`src/rtl/capture_pkg.sv`:
```
// Shared definitions for the frame capture slice: sequencer states, default
// frame geometry and a constant-multiplier helper used for address math.
package capture_pkg;

  localparam int H_RES_DEFAULT      = 320;
  localparam int V_RES_DEFAULT      = 240;
  localparam int NUM_FRAMES_DEFAULT = 8;
  localparam int SKIP_DEFAULT       = 2;

  localparam int ADDR_W = 20;
  localparam int PIX_W  = 16;
  localparam int HC_W   = 11;
  localparam int VC_W   = 10;
  localparam int IDX_W  = 4;

  typedef enum logic [2:0] {
    ST_IDLE    = 3'd0,
    ST_ARM     = 3'd1,
    ST_CAPTURE = 3'd2,
    ST_SKIP    = 3'd3,
    ST_DONE    = 3'd4
  } state_t;

  // Multiply by a constant as a sum of shifted copies of x, one term per set
  // bit of k (320 becomes x<<8 + x<<6). Result is truncated to ADDR_W bits.
  function automatic logic [ADDR_W-1:0] const_mult(input logic [ADDR_W-1:0] x,
                                                   input int k);
    logic [ADDR_W-1:0] acc;
    acc = '0;
    for (int i = 0; i < ADDR_W; i++) begin
      if (k[i]) acc = acc + (x << i);
    end
    return acc;
  endfunction

endpackage

```
`src/rtl/capture_addr_gen.sv`:
```
// Sequence-buffer write port: turns a qualified pixel plus its frame index
// into a BRAM write, registered so the write lands one cycle after the pixel.
module capture_addr_gen
  import capture_pkg::*;
#(
  parameter int H_RES = H_RES_DEFAULT,
  parameter int V_RES = V_RES_DEFAULT
) (
  input  logic              clk_pixel,
  input  logic              rst,
  input  logic              req,
  input  logic [HC_W-1:0]   hcount,
  input  logic [VC_W-1:0]   vcount,
  input  logic [PIX_W-1:0]  pixel,
  input  logic [IDX_W-1:0]  frame_idx,
  output logic              wr_en,
  output logic [ADDR_W-1:0] wr_addr,
  output logic [PIX_W-1:0]  wr_data
);

  localparam int FRAME_SIZE = H_RES * V_RES;

  logic [ADDR_W-1:0] frame_base;
  logic [ADDR_W-1:0] row_base;
  logic [ADDR_W-1:0] next_addr;

  // Linear address = frame base + row base + column, all 20-bit unsigned.
  always_comb begin
    frame_base = const_mult(ADDR_W'(frame_idx), FRAME_SIZE);
    row_base   = const_mult(ADDR_W'(vcount), H_RES);
    next_addr  = frame_base + row_base + ADDR_W'(hcount);
  end

  // Register the write; address and data hold their last value between writes.
  always_ff @(posedge clk_pixel or posedge rst) begin
    if (rst) begin
      wr_en   <= 1'b0;
      wr_addr <= '0;
      wr_data <= '0;
    end else begin
      wr_en <= req;
      if (req) begin
        wr_addr <= next_addr;
        wr_data <= pixel;
      end
    end
  end

endmodule

```
`src/rtl/frame_capture.sv`:
```
// Capture sequencer: on request, waits for a camera frame boundary, then
// stores NUM_FRAMES frames into the sequence buffer, discarding SKIP camera
// frames between each stored frame.
//
//   state      | meaning
//   -----------+-------------------------------------------------------
//   ST_IDLE    | waiting for start_in
//   ST_ARM     | waiting for a frame boundary before the first frame
//   ST_CAPTURE | writing in-range pixels of frame frame_idx
//   ST_SKIP    | discarding camera frames until skip_cnt expires
//   ST_DONE    | one-cycle completion pulse, then back to idle
module frame_capture
  import capture_pkg::*;
#(
  parameter int H_RES      = H_RES_DEFAULT,
  parameter int V_RES      = V_RES_DEFAULT,
  parameter int NUM_FRAMES = NUM_FRAMES_DEFAULT,
  parameter int SKIP       = SKIP_DEFAULT
) (
  input  logic              clk_pixel_in,
  input  logic              rst_in,
  input  logic              start_in,
  input  logic [PIX_W-1:0]  pixel_in,
  input  logic [HC_W-1:0]   hcount_in,
  input  logic [VC_W-1:0]   vcount_in,
  input  logic              data_valid_in,
  input  logic              frame_done_in,
  output logic [ADDR_W-1:0] wr_addr_out,
  output logic [PIX_W-1:0]  wr_data_out,
  output logic              wr_en_out,
  output logic [IDX_W-1:0]  frame_idx_out,
  output logic              busy_out,
  output logic              done_out
);

  localparam logic [HC_W-1:0]  H_LIM     = HC_W'(H_RES);
  localparam logic [VC_W-1:0]  V_LIM     = VC_W'(V_RES);
  localparam logic [IDX_W-1:0] LAST_IDX  = IDX_W'(NUM_FRAMES - 1);
  // Skip timer is a down-counter loaded with SKIP-1 and expiring at zero.
  localparam logic [3:0]       SKIP_LOAD = (SKIP > 0) ? 4'(SKIP - 1) : 4'd0;

  state_t           state;
  state_t           state_nxt;
  logic [IDX_W-1:0] frame_idx;
  logic [IDX_W-1:0] frame_idx_nxt;
  logic [3:0]       skip_cnt;
  logic [3:0]       skip_cnt_nxt;
  logic             pix_in_range;
  logic             wr_req;

  // A pixel is stored only while capturing and only inside the frame window.
  always_comb begin
    pix_in_range = (hcount_in < H_LIM) && (vcount_in < V_LIM);
    wr_req       = (state == ST_CAPTURE) && data_valid_in && pix_in_range;
  end

  // State, frame index and skip timer registers.
  always_ff @(posedge clk_pixel_in or posedge rst_in) begin
    if (rst_in) begin
      state     <= ST_IDLE;
      frame_idx <= '0;
      skip_cnt  <= '0;
    end else begin
      state     <= state_nxt;
      frame_idx <= frame_idx_nxt;
      skip_cnt  <= skip_cnt_nxt;
    end
  end

  // Next-state logic; frame_done_in drives every transition after arming.
  always_comb begin
    state_nxt     = state;
    frame_idx_nxt = frame_idx;
    skip_cnt_nxt  = skip_cnt;
    case (state)
      ST_IDLE: begin
        if (start_in) state_nxt = ST_ARM;
      end
      ST_ARM: begin
        if (frame_done_in) state_nxt = ST_CAPTURE;
      end
      ST_CAPTURE: begin
        if (frame_done_in) begin
          if (frame_idx == LAST_IDX) begin
            state_nxt = ST_DONE;
          end else begin
            frame_idx_nxt = frame_idx + IDX_W'(1);
            if (SKIP > 0) begin
              state_nxt    = ST_SKIP;
              skip_cnt_nxt = SKIP_LOAD;
            end
          end
        end
      end
      ST_SKIP: begin
        if (frame_done_in) begin
          if (skip_cnt == 4'd0) state_nxt = ST_CAPTURE;
          else                  skip_cnt_nxt = skip_cnt - 4'd1;
        end
      end
      ST_DONE: begin
        state_nxt     = ST_IDLE;
        frame_idx_nxt = '0;
        skip_cnt_nxt  = '0;
      end
      default: begin
        state_nxt     = ST_IDLE;
        frame_idx_nxt = '0;
        skip_cnt_nxt  = '0;
      end
    endcase
  end

  assign busy_out      = (state != ST_IDLE);
  assign done_out      = (state == ST_DONE);
  assign frame_idx_out = frame_idx;

  // The write samples the pre-increment frame index, so a pixel arriving with
  // the frame boundary still lands in the frame it belongs to.
  capture_addr_gen #(
    .H_RES (H_RES),
    .V_RES (V_RES)
  ) u_addr_gen (
    .clk_pixel (clk_pixel_in),
    .rst       (rst_in),
    .req       (wr_req),
    .hcount    (hcount_in),
    .vcount    (vcount_in),
    .pixel     (pixel_in),
    .frame_idx (frame_idx),
    .wr_en     (wr_en_out),
    .wr_addr   (wr_addr_out),
    .wr_data   (wr_data_out)
  );

endmodule

```
`config.mk`:
```
export PLATFORM = sky130hd
export DESIGN_NAME = frame_capture
export DESIGN_NICKNAME = d
export VERILOG_FILES = /design/src/rtl/capture_pkg.sv /design/src/rtl/capture_addr_gen.sv /design/src/rtl/frame_capture.sv
export SDC_FILE = /design/constraint.sdc
export NUM_CORES = 1
export LEC_CHECK = 0
export CAP_MARGIN = 20
export CELL_PAD_IN_SITES_DETAIL_PLACEMENT = 0
export CELL_PAD_IN_SITES_GLOBAL_PLACEMENT = 1
export CORE_MARGIN = 3
export CORE_UTILIZATION = 33
export CTS_CLUSTER_DIAMETER = 80
export CTS_CLUSTER_SIZE = 8
export DETAILED_ROUTE_END_ITERATION = 12
export PLACE_DENSITY_LB_ADDON = 0.1
export SLEW_MARGIN = 0
export SYNTH_ARGS = -nofsm -noshare
export SYNTH_HDL_FRONTEND = slang
export SYNTH_SLANG_ARGS = --single-unit
```
`constraint.sdc`:
```
create_clock -name clk_pixel_in -period 3.31 [get_ports clk_pixel_in]
set_input_delay 0.331 -clock clk_pixel_in [delete_from_list [all_inputs] [get_ports clk_pixel_in]]
set_output_delay 0.331 -clock clk_pixel_in [all_outputs]
set_load 0.01 [all_outputs]
```
==> results of run 1 <==
==> kinds of logic (layout without fill, tap and decap cells) <==
family / count (synthesis) / in the layout / share of synthesized area [%]
compound gates: 72 / 72 / 14.7
xor+xnor: 21 / 21 / 5.52
fa+ha+maj: 42 / 42 / 17.3
buf+inv: 30 / 162 / 3.56
flops: 48 / 48 / 36.0
mux: 3 / 3 / 0.901
simple gates: 161 / 161 / 22.0
==> power by group through the flow <==
stage | sequential, mW | combinational [mW] | clock [mW]
finish | 0.944 | 4.27 | 0.520
floorplan | 1.03 | 2.23 | 0
detailed placement | 0.955 | 3.76 | 0
CTS | 0.944 | 3.93 | 0.544
global placement | 0.953 | 3.75 | 0
global route | 0.975 | 4.74 | 0.561
==> registers in the layout, summed over array words and instances, names as in the netlist <==
name,flops
u_addr_gen.wr_addr,20
u_addr_gen.wr_en,1
skip_cnt,4
frame_idx_out,4
state,3
u_addr_gen.wr_data,16
==> worst max path at each step <==
stage	end	start	slack, ns	cells after the start
2_1_floorplan	u_addr_gen.wr_addr[17]$_DFFE_PP0P_	vcount_in[0]	-0.09	15
5_1_grt	u_addr_gen.wr_addr[18]$_DFFE_PP0P_	vcount_in[0]	-0.12	14
3_5_place_dp	u_addr_gen.wr_addr[17]$_DFFE_PP0P_	vcount_in[0]	-0.91	16
6_report	u_addr_gen.wr_addr[18]$_DFFE_PP0P_	vcount_in[0]	0.04	14
4_1_cts	u_addr_gen.wr_addr[17]$_DFFE_PP0P_	vcount_in[0]	0.004	16
3_3_place_gp	u_addr_gen.wr_addr[17]$_DFFE_PP0P_	vcount_in[0]	-0.78	16
==> cell usage after synthesis (all sizes together) <==
library cell | count | area (um2)
clkbuf | 7 | 26.3
a31oi | 3 | 18.8
nor2 | 20 | 75.1
o211ai | 2 | 15.0
inv | 18 | 67.6
nor4 | 2 | 27.5
xor2 | 6 | 52.6
a311o | 1 | 10.0
nor3 | 10 | 50.1
a21o | 5 | 37.5
dfrtp | 48 | 1200
nand2b | 1 | 6.26
mux2i | 3 | 30.0
nand3b | 1 | 7.51
nor3b | 7 | 57.6
a2bb2oi | 1 | 8.76
o21a | 5 | 37.5
or2 | 2 | 12.5
a211oi | 5 | 37.5
nand2 | 97 | 364
buf | 5 | 25.0
a21bo | 1 | 10.0
a2111oi | 2 | 23.8
a21oi | 19 | 95.1
nor2b | 2 | 12.5
a221oi | 1 | 8.76
o311ai | 1 | 8.76
o2111ai | 1 | 8.76
o41ai | 2 | 17.5
or3 | 5 | 31.3
a41oi | 1 | 8.76
o31a | 2 | 17.5
o31ai | 1 | 7.51
nand4 | 3 | 25.0
and4bb | 1 | 12.5
o21ai | 12 | 60.1
ha | 35 | 438
fa | 7 | 140
nand3 | 9 | 45.0
o21bai | 3 | 22.5
and3 | 1 | 6.26
xnor2 | 15 | 131
a211o | 4 | 35.0
==> critical path: cells and delay by family <==
| kind | cells | cell delay [ns] |
|---|---|---|
| AO/OA/AOI/OAI | 5 | 1.05 |
| AND/OR/NAND/NOR | 3 | 0.51 |
| XOR/XNOR | 1 | 0.16 |
| adder cells (fa/ha/maj) | 4 | 1.30 |
| buffers and inverters | 1 | 0.10 |
==> area by class of cell <==
type / instances / share of cell area [%]
Timing Repair Buffer: 136 / 24.6
Inverter: 18 / 1.35
Clock inverter: 3 / 1.37
Multi-Input combinational cell: 299 / 44.0
Tap cell: 133 / 3.31
Sequential cell: 48 / 23.9
Clock buffer: 5 / 1.37
==> cells in the final DEF (no fill, tap or decap), drive strengths merged, types with 9 or more instances in the layout <==
| cell type | count |
|---|---|
| clkdlybuf4s50 | 78 |
| inv | 19 |
| o21ai | 12 |
| xnor2 | 15 |
| nor2 | 20 |
| a21oi | 19 |
| nand2 | 97 |
| nor3 | 10 |
| nand3 | 9 |
| dfrtp | 48 |
| buf | 56 |
| ha | 35 |
==> layer usage <==
layer | vias up | part of all wire, %
met2 | 57 | 49
met4 | 0 | 0.90
met3 | 6 | 4.1
met1 | 1397 | 46
met5 | - | 0
li1 | 1567 | -
==> metrics by stage <==
| stage | utilization [%] | total power, mW |
|---|---|---|
| floorplan | - | 3.26 |
| global placement | 47.9 | 4.70 |
| detailed placement | 47.9 | 4.71 |
| CTS | 49.7 | 5.42 |
| global route | 51.1 | 6.28 |
| finish | 51.1 | 5.73 |
==> repair_timing <==
item / CTS / global route
setup endpoints to repair: 6 / 5
resized for setup: 22 / 26
setup buffers: 0 / 1
pin swaps: 9 / 9
==> impl_metrics.py, run 1 <==
metrics = {
    "critical_path": {
        "end_kind": "flop",
        "slowest_stage": "fa_1",
        "critical_path_class": "input port to flop",
        "r2r-start": "frame_idx_out[1]$_DFFE_PP0P_",
        "crit_path_start_kind": "input port",
        "reg2reg_setup_slack_ns": 0.20,
        "critPathRequiredTime_ns": 3.50,
        "path_cells": "buf_8 > ha_4 > fa_2 > a21oi_2 > nor2b_2 > o31a_1 > o41ai_4 > xnor2_2 > fa_1 > ha_1 > or3_1 > o211ai_1 > a2bb2oi_2 > nand3_1",
        "r2r-end": "u_addr_gen.wr_addr[17]$_DFFE_PP0P_",
        "rr_worst_depth": 14,
        "path_max_fanout": 3,
        "crit_path_max_incr_delay_ns": 0.43,
        "cp.arrival_ns": 3.45,
    },
    "layout": {
        "drive_gt1_share_pct": 19.1,
        "multiInputGateArea_um2": 2210,
        "fin_cells": 642,
        "final_nets": 592,
        "finalInstanceArea_um2": 5020,
        "nFillCells": 970,
        "regArea_um2": 1200,
        "area_delta_synth_final_pct": 50.6,
        "diodes": 0,
    },
    "placed_design": {
        "portBuffers": 84,
        "gp_congestion": 0.816,
        "dp.cells": 632,
        "dp_slack_ns": -0.912,
        "placed_area_um2": 4710,
        "dp_hpwl_um": 6470,
    },
    "clock_tree": {
        "cts.sink_count": 48,
        "clock_path_buffers": 2,
        "ctsRootBufferMaster": "clkbuf_8",
        "htreeDepth": 2,
        "cts_made_buffers": 5,
        "clkSlewWorstSetupHoldPaths_ns": 0.09,
        "cts_tree": "yes",
        "ctsHoldBuffers": 0,
        "clock_latency_ns": 0.30,
    },
    "yosys": {
        "syn_inst": 377,
        "yosys_warnings": 0,
        "syn_area_per_cell_um2": 8.84,
        "ys_types": 48,
        "synth_area_um2": 3330,
        "ys_seq_elements": 48,
        "synth_nets": 461,
        "synth-seq-area-share_pct": 36.0,
    },
    "pwr": {
        "power_frac_seq_pct": 16.5,
        "power_switching_share_pct": 42.2,
        "peakVddDrop_uv": 872,
        "power_frac_comb_pct": 74.5,
        "p_int_mw": 3.31,
        "p_switching_mw": 2.42,
        "leakagePower_nw": 2.36,
        "power_density_nw_per_um2": 1140,
        "power.share.clock_pct": 9.1,
    },
    "global_route": {
        "grtUsageTotal_pct": 15.3,
        "use_met1_pct": 20.1,
        "use_met2_pct": 25.7,
        "grt_pass1_vias": 3017,
        "grt_start_max_net_pins": 49,
        "busiest_layer": "met2",
        "grt_pass1_wl_um": 14200,
        "antenna_found_initial": 0,
        "grt_util_met3_pct": 2.55,
        "overflow": 0,
    },
    "floorplan": {
        "rows": 36,
        "die-area_um2": 11300,
        "pin_count": 85,
        "die_h_um": 107,
        "coreArea_um2": 9820,
        "initial_utilization_pct": 34.0,
        "die_w_um": 107,
    },
    "sta": {
        "rsz0062_at_grt": "true",
        "worst_slew_pin_slew_ns": 0.646,
        "hold_slack_ns": 0.344,
        "fin_crit_ns": 3.27,
        "finalCritPeriodShare_pct": 98.7,
        "timing_hold_violations_final": 0,
        "setup_tns_ns": 0,
        "max_freq_mhz": 306,
        "setup_viol": 0,
        "slew_headroom_pct": 56.8,
        "slew_violations": 0,
        "layout_setup_ws_ns": 0.0425,
        "skew_ns": 0.00523,
    },
    "drt": {
        "drc": 0,
        "vias": 3027,
        "dr.first_iter.drc_count": 141,
        "wl_per_cell_um": 13.3,
        "first_pass_iters": 4,
        "avgViaCountPerCell": 4.71,
        "antenna_left": 0,
        "drt-total-wl_um": 8510,
    },
    "job": {
        "cap_viol_max_count": 0,
    },
    "outcome": {
        "outcome": "finished, final reports clean",
    },
    "hold_path": {
        "hold_path_startpoint": "vcount_in[0]",
        "min_path_cells": 4,
        "hold_class": "input port to flop",
        "min_to": "u_addr_gen.wr_addr[6]$_DFFE_PP0P_",
    },
}
Power figures use the tool's default switching activity.
==> run 2, diff against run 1 <==
--- a/config.mk
+++ b/config.mk
@@ -13,6 +13,7 @@
 export CTS_CLUSTER_DIAMETER = 80
 export CTS_CLUSTER_SIZE = 8
 export DETAILED_ROUTE_END_ITERATION = 12
+export HOLD_SLACK_MARGIN = 0.05
 export PLACE_DENSITY_LB_ADDON = 0.1
 export SLEW_MARGIN = 0
 export SYNTH_ARGS = -nofsm -noshare
==> results of run 2 <==
Final layout, timing and power as in run 1 (identical DEF).
==> run 3, diff against run 2 <==
--- a/config.mk
+++ b/config.mk
@@ -15,6 +15,7 @@
 export DETAILED_ROUTE_END_ITERATION = 12
 export HOLD_SLACK_MARGIN = 0.05
 export PLACE_DENSITY_LB_ADDON = 0.1
+export SKIP_CTS_REPAIR_TIMING = 1
 export SLEW_MARGIN = 0
 export SYNTH_ARGS = -nofsm -noshare
 export SYNTH_HDL_FRONTEND = slang
==> run 3 against run 2 <==
Effect of this change: global-route usage decreased by 0.19 points; sequential share of layout area increased by 0.072 points; non-clock buffer count unchanged; critical endpoint is now u_addr_gen.wr_addr[19]$_DFFE_PP0P_.
==> impl_metrics.py, run 3 (synthesized netlist as in run 1, its figures left out) <==
metrics = {
    "clock_tree": {
        "ctsRootBufferMaster": "clkbuf_8",
        "clock_path_buffers": 2,
        "clock_latency_ns": 0.30,
        "cts_made_buffers": 5,
        "clkSlewWorstSetupHoldPaths_ns": 0.10,
        "cts.sink_count": 48,
        "htreeDepth": 2,
        "cts_tree": "yes",
    },
    "drt": {
        "wl_per_cell_um": 13.3,
        "drc": 0,
        "first_pass_iters": 4,
        "antenna_left": 0,
        "dr.first_iter.drc_count": 120,
        "avgViaCountPerCell": 4.75,
        "drt-total-wl_um": 8540,
        "vias": 3051,
    },
    "critical_path": {
        "path_cells": "buf_6 > ha_4 > fa_2 > a21oi_2 > nor2b_2 > o31a_1 > o41ai_4 > xnor2_2 > fa_1 > ha_4 > nand3_2 > a211o_1 > a311o_1 > nand3_1",
        "cp.buffers_inverters": 1,
        "end_kind": "flop",
        "crit_path_start_kind": "input port",
        "critical_path_class": "input port to flop",
        "path_max_fanout": 3,
        "critPathRequiredTime_ns": 3.56,
        "reg2reg_setup_slack_ns": 0.17,
        "slowest_stage": "fa_1",
        "crit_path_max_incr_delay_ns": 0.48,
        "crit_path_frequent_cell": "ha_4",
        "crit_family": "compound AO/OA/AOI/OAI gates",
        "cp.arrival_ns": 3.54,
    },
    "layout": {
        "final_cell_mix": "nand2_1 (97), clkdlybuf4s50_1 (78), buf_4 (51)",
        "regMostFlops": "u_addr_gen.wr_addr",
        "diodes": 0,
        "multiInputGateArea_um2": 2180,
        "area_delta_synth_final_pct": 50.2,
        "nFillCells": 970,
        "final_nets": 592,
        "layout_commonest_cell": "nand2_1",
        "regArea_um2": 1200,
        "largest_reg_flops": 20,
        "fin_cells": 642,
        "largestRegisters": "u_addr_gen.wr_addr: 20 flops, u_addr_gen.wr_data: 16 flops",
        "drive_gt1_share_pct": 18.7,
    },
    "global_route": {
        "grt_pass1_vias": 2997,
        "antenna_found_initial": 0,
        "grtUsageTotal_pct": 15.1,
        "overflow": 0,
        "grt_pass1_wl_um": 14000,
        "grt_start_max_net_pins": 49,
    },
    "outcome": {
        "outcome": "finished, final reports clean",
    },
    "sta": {
        "skew_ns": 0.00600,
        "rsz0062_at_grt": "true",
        "worst_slew_pin_slew_ns": 0.648,
        "slew_violations": 0,
        "hold_slack_ns": 0.349,
        "slew_headroom_pct": 56.6,
        "setup_tns_ns": 0,
        "finalCritPeriodShare_pct": 99.5,
        "timing_hold_violations_final": 0,
        "fin_crit_ns": 3.29,
        "layout_setup_ws_ns": 0.0169,
        "max_freq_mhz": 304,
        "setup_viol": 0,
    },
    "placed_design": {
        "portBuffers": 84,
        "dp_hpwl_um": 6470,
        "gp_congestion": 0.816,
        "dp.cells": 632,
        "dp_slack_ns": -0.912,
    },
    "pwr": {
        "peakVddDrop_uv": 795,
        "power_switching_share_pct": 42.2,
        "p_switching_mw": 2.36,
        "leakagePower_nw": 2.38,
        "p_int_mw": 3.23,
        "power_frac_seq_pct": 16.9,
        "power_density_nw_per_um2": 1120,
        "power_frac_comb_pct": 73.8,
        "power.share.clock_pct": 9.3,
    },
    "floorplan": {
        "die-area_um2": 11300,
        "pin_count": 85,
        "initial_utilization_pct": 34.0,
        "coreArea_um2": 9820,
        "die_w_um": 107,
        "rows": 36,
        "die_h_um": 107,
    },
    "job": {
        "cap_viol_max_count": 0,
    },
    "hold_path": {
        "hold_class": "input port to flop",
    },
}
[run 3: changes by cell type in the layout (fill, tap and decap cells not counted), sizes merged]
cell          previous run  this run
dlygate4sd2              2         0
buf                     56        54
clkbuf                   5         6
dlymetal6s2s             0         3
[run 3: final timing paths]
kind / startpoint / cells after the start / end
min: vcount_in[0] / 4 / u_addr_gen.wr_addr[6]$_DFFE_PP0P_
max: vcount_in[0] / 14 / u_addr_gen.wr_addr[19]$_DFFE_PP0P_
min reg2reg: u_addr_gen.wr_addr[12]$_DFFE_PP0P_ / 2 / u_addr_gen.wr_addr[12]$_DFFE_PP0P_
min in group asynchronous: rst_in / 2 / u_addr_gen.wr_addr[3]$_DFFE_PP0P_
max reg2reg: frame_idx_out[1]$_DFFE_PP0P_ / 14 / u_addr_gen.wr_addr[17]$_DFFE_PP0P_
max in group asynchronous: rst_in / 3 / frame_idx_out[1]$_DFFE_PP0P_
[run 3: per-layer routing]
metal	part of all wire, %	GRT usage [%]	up-vias
met1	46	20.0	1412
li1	-	-	1566
met2	48	25.4	65
met3	4.3	2.37	8
met5	0	0	-
met4	1.1	4.47	0
[run 3: layout make-up]
| class | instances | share of cell area [%] |
|---|---|---|
| Clock buffer | 5 | 1.37 |
| Clock inverter | 3 | 1.37 |
| Inverter | 18 | 1.35 |
| Multi-Input combinational cell | 299 | 43.6 |
| Sequential cell | 48 | 24.0 |
| Tap cell | 133 | 3.32 |
| Timing Repair Buffer | 136 | 25.0 |
[run 3: worst reg2reg max path: stages, from the launching register on]
cell	delay, ns
dfrtp_2	0.47
ha_1	0.21
buf_4	0.15
a21oi_1	0.14
nor2_1	0.05
nor2_1	0.11
xnor2_1	0.17
fa_1	0.47
inv_2	0.08
ha_4	0.21
a2111oi_4	0.29
a21bo_2	0.27
a21oi_2	0.14
mux2i_1	0.21
nand3_1	0.08
[run 3: power groups by stage]
stage	clock network, mW	registers, mW	logic, mW
2_1_floorplan	0	1.03	2.23
3_3_place_gp	0	0.953	3.75
3_5_place_dp	0	0.955	3.76
4_1_cts	0.544	0.944	3.79
5_1_grt	0.559	0.975	4.57
6_report	0.517	0.945	4.12
[run 3: stage by stage]
stage | utilization, % | instance area [um2] | power [mW]
after floorplan | - | 3380 | 3.26
after global placement | 47.9 | 4710 | 4.70
after detailed placement | 47.9 | 4710 | 4.71
after CTS | 49.4 | 4850 | 5.27
after global routing | 51.0 | 5010 | 6.11
final | 51.0 | 5010 | 5.58
